`config.mk`:
```
export PLATFORM = sky130hd
export DESIGN_NAME = common_crc_framer
export DESIGN_NICKNAME = d
export VERILOG_FILES = /design/src/rtl/common_crc_framer.sv
export SDC_FILE = /design/constraint.sdc
export NUM_CORES = 1
export LEC_CHECK = 0
export CORE_UTILIZATION = 56
export DETAILED_ROUTE_END_ITERATION = 12
export PLACE_DENSITY_LB_ADDON = 0.12
export SYNTH_ARGS = -nofsm -noshare
export SYNTH_HDL_FRONTEND = slang
export SYNTH_SLANG_ARGS = --single-unit
```
`constraint.sdc`:
```
create_clock -name clk_i -period 1.8 [get_ports clk_i]
set_input_delay 0.45 -clock clk_i [delete_from_list [all_inputs] [get_ports clk_i]]
set_output_delay 0.45 -clock clk_i [all_outputs]
set_load 0.02 [all_outputs]
```
`src/rtl/common_crc_framer.sv`:
```
// Streaming CRC framer: passes payload beats through a one-entry output register
// while accumulating a running CRC, then appends the final CRC as CRC_W/DATA_W
// extra beats, most significant slice first.
module common_crc_framer #(
    parameter int unsigned      DATA_W     = 8,
    parameter int unsigned      CRC_W      = 16,
    parameter logic [CRC_W-1:0] POLYNOM    = 16'h1021,
    parameter bit               FEED_LSB   = 1'b0,
    parameter logic [CRC_W-1:0] CRC_INIT   = 16'hFFFF,
    parameter logic [CRC_W-1:0] CRC_XOROUT = 16'h0000
) (
    input  logic              clk_i,
    input  logic              reset_i,
    input  logic              clear_i,
    input  logic              in_valid_i,
    output logic              in_ready_o,
    input  logic [DATA_W-1:0] in_data_i,
    input  logic              in_last_i,
    output logic              out_valid_o,
    input  logic              out_ready_i,
    output logic [DATA_W-1:0] out_data_o,
    output logic              out_last_o,
    output logic              out_crc_o
);

    localparam int unsigned NBEATS = CRC_W / DATA_W;
    localparam int unsigned IDX_W  = (NBEATS > 1) ? $clog2(NBEATS) : 1;

    typedef enum logic {StData, StCrc} state_e;

    // Normal-form LFSR advanced by DATA_W input bits.
    function automatic logic [CRC_W-1:0] crc_step(input logic [CRC_W-1:0] crc,
                                                  input logic [DATA_W-1:0] din);
        logic [CRC_W-1:0] c;
        logic             din_bit;
        logic             fb;
        c = crc;
        for (int i = 0; i < int'(DATA_W); i++) begin
            din_bit = FEED_LSB ? din[i] : din[DATA_W-1-i];
            fb      = c[CRC_W-1] ^ din_bit;
            c       = {c[CRC_W-2:0], 1'b0};
            c[0]    = fb;
            for (int j = 1; j < int'(CRC_W); j++) begin
                if (POLYNOM[j]) c[j] = c[j] ^ fb;
            end
        end
        return c;
    endfunction

    state_e             state_q, state_d;
    logic [CRC_W-1:0]   crc_q, crc_d;
    logic [CRC_W-1:0]   crc_fin_q, crc_fin_d;
    logic [IDX_W-1:0]   idx_q, idx_d;
    logic               out_valid_q, out_valid_d;
    logic [DATA_W-1:0]  out_data_q, out_data_d;
    logic               out_last_q, out_last_d;
    logic               out_crc_q, out_crc_d;

    logic               slot_free;
    logic               accept;
    logic               last_slice;
    logic [CRC_W-1:0]   crc_next;
    logic [DATA_W-1:0]  crc_slice;

    // The output register can take a new beat when empty or being drained this cycle.
    assign slot_free  = !out_valid_q || out_ready_i;
    assign in_ready_o = (state_q == StData) && slot_free && !clear_i;
    assign accept     = in_valid_i && in_ready_o;
    assign last_slice = (idx_q == IDX_W'(NBEATS - 1));

    assign out_valid_o = out_valid_q;
    assign out_data_o  = out_data_q;
    assign out_last_o  = out_last_q;
    assign out_crc_o   = out_crc_q;

    // CRC advanced by the beat currently presented on the input.
    always_comb begin
        crc_next = crc_step(crc_q, in_data_i);
    end

    // Select the final-CRC slice addressed by the beat index, MSB slice first.
    always_comb begin
        crc_slice = '0;
        for (int k = 0; k < int'(NBEATS); k++) begin
            if (idx_q == IDX_W'(k)) crc_slice = crc_fin_q[CRC_W-1-k*DATA_W -: DATA_W];
        end
    end

    // Frame engine next-state and output-register loading.
    always_comb begin
        state_d     = state_q;
        crc_d       = crc_q;
        crc_fin_d   = crc_fin_q;
        idx_d       = idx_q;
        out_valid_d = out_valid_q;
        out_data_d  = out_data_q;
        out_last_d  = out_last_q;
        out_crc_d   = out_crc_q;

        if (clear_i) begin
            // Abort wins over everything; held data/flags are don't-care once invalid.
            state_d     = StData;
            crc_d       = CRC_INIT;
            idx_d       = '0;
            out_valid_d = 1'b0;
        end else begin
            unique case (state_q)
                StData: begin
                    if (accept) begin
                        out_data_d  = in_data_i;
                        out_crc_d   = 1'b0;
                        out_last_d  = 1'b0;
                        out_valid_d = 1'b1;
                        crc_d       = crc_next;
                        if (in_last_i) begin
                            crc_fin_d = crc_next ^ CRC_XOROUT;
                            idx_d     = '0;
                            state_d   = StCrc;
                        end
                    end else if (slot_free) begin
                        out_valid_d = 1'b0;
                    end
                end
                StCrc: begin
                    if (slot_free) begin
                        out_data_d  = crc_slice;
                        out_crc_d   = 1'b1;
                        out_valid_d = 1'b1;
                        out_last_d  = last_slice;
                        idx_d       = idx_q + IDX_W'(1);
                        if (last_slice) begin
                            // Re-arm for the next frame as soon as the last slice is loaded.
                            idx_d   = '0;
                            crc_d   = CRC_INIT;
                            state_d = StData;
                        end
                    end
                end
                default: begin
                    state_d = StData;
                end
            endcase
        end
    end

    // State and output registers with asynchronous reset.
    always_ff @(posedge clk_i or posedge reset_i) begin
        if (reset_i) begin
            state_q     <= StData;
            crc_q       <= CRC_INIT;
            crc_fin_q   <= '0;
            idx_q       <= '0;
            out_valid_q <= 1'b0;
            out_data_q  <= '0;
            out_last_q  <= 1'b0;
            out_crc_q   <= 1'b0;
        end else begin
            state_q     <= state_d;
            crc_q       <= crc_d;
            crc_fin_q   <= crc_fin_d;
            idx_q       <= idx_d;
            out_valid_q <= out_valid_d;
            out_data_q  <= out_data_d;
            out_last_q  <= out_last_d;
            out_crc_q   <= out_crc_d;
        end
    end

endmodule

```
==> results.sh <==
export IMPL_status="complete, no violations"
export IMPL_worstSetupStartpoint="out_data_o[7]"
export IMPL_rsz0062_at_grt="no"
export IMPL_die_area_um2=4539
export IMPL_cts_htree_levels=2
export IMPL_cts_tree="yes"
export IMPL_final_cell_area_um2=3092
export IMPL_initial_core_util_pct=58.99
export IMPL_ant_nets=0
export IMPL_place_ws_ps=-482.2
export IMPL_crit_path_cell_trace="clkdlybuf4s50_1"
export IMPL_gr_total_overflow=0
export IMPL_crit_path_max_fanout=3
export IMPL_critPathCaptureType="output pin"
export IMPL_vdd_ir_drop_worst_uv=790.5
export IMPL_syn_area_per_cell_um2=13.45
export IMPL_io_pins=26
export IMPL_crit_family="buffers and inverters"
export IMPL_tightest_slew_ps=433.4
export IMPL_p_comb_share_pct=40.4
export IMPL_syn_area_um2=2394
export IMPL_drt_iter0_drc=103
export IMPL_numClockSinks=45
export IMPL_final_common_cell="buf_4"
export IMPL_intPower_mw=2.833
export IMPL_clk_latency_ps=310
export IMPL_area_growth_pct=29.17
export IMPL_row_count=23
export IMPL_leakagePower_nw=1.332
export IMPL_dp_hpwl_mm=3.511
export IMPL_multiInputGateArea_um2=1161
export IMPL_die_y_um=67.38
export IMPL_max_slew_margin_rel_pct=70.90
export IMPL_synthesis_nets=192
export IMPL_dr_pass1_iters=4
export IMPL_min_path_type="primary input to async pin"
export IMPL_clk_path_buf_depth=2
export IMPL_grt_max_degree=46
export IMPL_gp_congestion=0.7878
export IMPL_grt_pass1_vias=1738
export IMPL_ys_warn_count=0
export IMPL_grt_usage_pct=26.06
export IMPL_worst_setup_path_start_kind="register"
export IMPL_post_drt_wl_per_cell_um=17.36
export IMPL_post_route_min_period_ps=1744
export IMPL_n_antenna_cell=0
export IMPL_final_hold_viol_count=0
export IMPL_switching_share_pct=29.47
export IMPL_die_x_um=67.38
export IMPL_antenna_found_initial=0
export IMPL_r2r_start="state_q"
export IMPL_power_density_nw_per_um2=1299
export IMPL_yosysSeqAreaShare_pct=47.88
export IMPL_fin_ws_ps=55.53
export IMPL_slowest_delay_ps=610
export IMPL_placed_area_um2=2962
export IMPL_p_switching_mw=1.184
export IMPL_yosys_register_bits=45
export IMPL_p_seq_share_pct=39.6
export IMPL_core_um2=4058
export IMPL_cts_root_buf="clkbuf_8"
export IMPL_dr_total_vias=1634
export IMPL_place_port_buffers=25
export IMPL_crit_buf_inv=1
export IMPL_finClkSkew_ps=13.19
export IMPL_hold_ws_ps=478.8
export IMPL_setup_viol=0
export IMPL_cp_slowest_cell="clkdlybuf4s50_1"
export IMPL_fmax_mhz=573.2
export IMPL_crit_arrival_ps=1290
export IMPL_finalMaxSlewViolations=0
export IMPL_drive_gt1_share_pct=34.73
export IMPL_layout_common_cells="35 x buf_4, 29 x dfrtp_1, 22 x clkdlybuf4s50_1"
export IMPL_routed_via_density=5.654
export IMPL_clk_transition_reported_paths_ps=90
export IMPL_period_share_pct=96.91
export IMPL_final_core_util_pct=76.19
export IMPL_fillers=268
export IMPL_grt_first_pass_wirelength_mm=8.418
export IMPL_crit_type="register to output pin"
export IMPL_regArea_um2=1146
export IMPL_drt_wl_total_mm=5.017
export IMPL_drc_errors=0
export IMPL_max_cap_viol_count=0
export IMPL_synth_cells=178
export IMPL_cts_made_buffers=5
export IMPL_synth_cell_types=36
export IMPL_power_mw=4.017
export IMPL_pwr_share_clk_pct=20.0
export IMPL_final_nets=252
export IMPL_required_ps=1350
## Yosys cell counts, drive strengths merged
| master | n | area share, % |
|---|---|---|
| xor2 | 4 | 1.5 |
| mux2i | 14 | 5.9 |
| buf | 6 | 2.0 |
| nand4 | 3 | 0.78 |
| xnor2 | 12 | 6.6 |
| or3 | 1 | 0.26 |
| inv | 11 | 1.7 |
| dfstp | 16 | 18 |
| o211ai | 1 | 0.31 |
| nand2 | 3 | 0.47 |
| nor2 | 1 | 0.16 |
| o21ai | 4 | 0.99 |
| a2bb2oi | 7 | 2.6 |
| xor3 | 1 | 0.99 |
| a21oi | 9 | 1.9 |
| o21a | 1 | 0.31 |
| o22a | 16 | 5.9 |
| xnor3 | 8 | 7.5 |
| mux2 | 11 | 5.6 |
| a211oi | 1 | 0.52 |
| nor2b | 2 | 0.84 |
| nor3b | 7 | 2.2 |
| a31oi | 2 | 0.52 |
| dfrtp | 29 | 30 |
| a32oi | 1 | 0.37 |
| clkbuf | 3 | 0.47 |
| nor4 | 2 | 1.2 |
| o2bb2ai | 1 | 0.37 |
| nand2b | 1 | 0.26 |
## layout make-up
type,count,share of cell area (%)
Multi-Input combinational cell,113,37.56
Sequential cell,45,37.07
Timing Repair Buffer,62,18.13
Clock buffer,6,2.671
Tap cell,50,2.023
Inverter,11,1.335
Clock inverter,2,1.214
## worst paths after layout
kind	end	slack [ps]	cells after the start
worst min-delay path	crc_fin_q[15]	480	3
max in group asynchronous	crc_q[14]	1030	3
worst max register to register	crc_fin_q[10]	210	4
worst max-delay path	out_data_o[7]	60	1
min in group clk_i	out_crc_o	500	1
worst min register to register	out_crc_o	500	1
## stage by stage
stage,cells,setup TNS [ps]
after floorplan,178,0
after global placement,281,-4356
after detailed placement,281,-5548
after CTS,289,0
after global routing,289,0
final,289,0
## metal layers
metal / part of all wire [%] / vias up / global-route usage (%)
met5: 0 / - / 0
met4: 2.9 / 0 / 12.23
met3: 3.5 / 15 / 5.236
met2: 50 / 41 / 42.88
met1: 44 / 810 / 32.89
li1: - / 768 / -
## sequential cells by signal, indices dropped and copies added (netlist names)
name and cells:
crc_q 16, out_last_o 1, idx_q 1, state_q 1, out_valid_o 1, out_data_o 8
crc_fin_q 16, out_crc_o 1
## power groups by stage
stage | Combinational (mW) | Sequential [mW] | Clock, mW
2_1_floorplan | 1.03 | 1.61 | 0
4_1_cts | 1.62 | 1.59 | 0.815
5_1_grt | 1.76 | 1.64 | 0.857
3_3_place_gp | 1.56 | 1.59 | 0
6_report | 1.62 | 1.59 | 0.804
3_5_place_dp | 1.61 | 1.61 | 0
## kinds of logic (layout without fill, tap and decap cells)
kind of cell / after synthesis / in the layout / share of synthesized area, %
xor gates and xnor gates: 25 / 25 / 16.57
buffers and inverters: 20 / 81 / 4.234
DFF: 45 / 45 / 47.88
muxes: 25 / 25 / 11.50
and+or+nand+nor: 20 / 20 / 6.116
AOI/OAI and AO/OA: 43 / 43 / 13.70
## repair_timing
item	4_1_cts	5_1_grt
endpoints found under the setup margin	1	2
gates resized for setup	8	1
pin swaps	1	0
gates cloned	0	0
hold buffers	0	0
buffers inserted	0	0
Power figures use the tool's default switching activity.
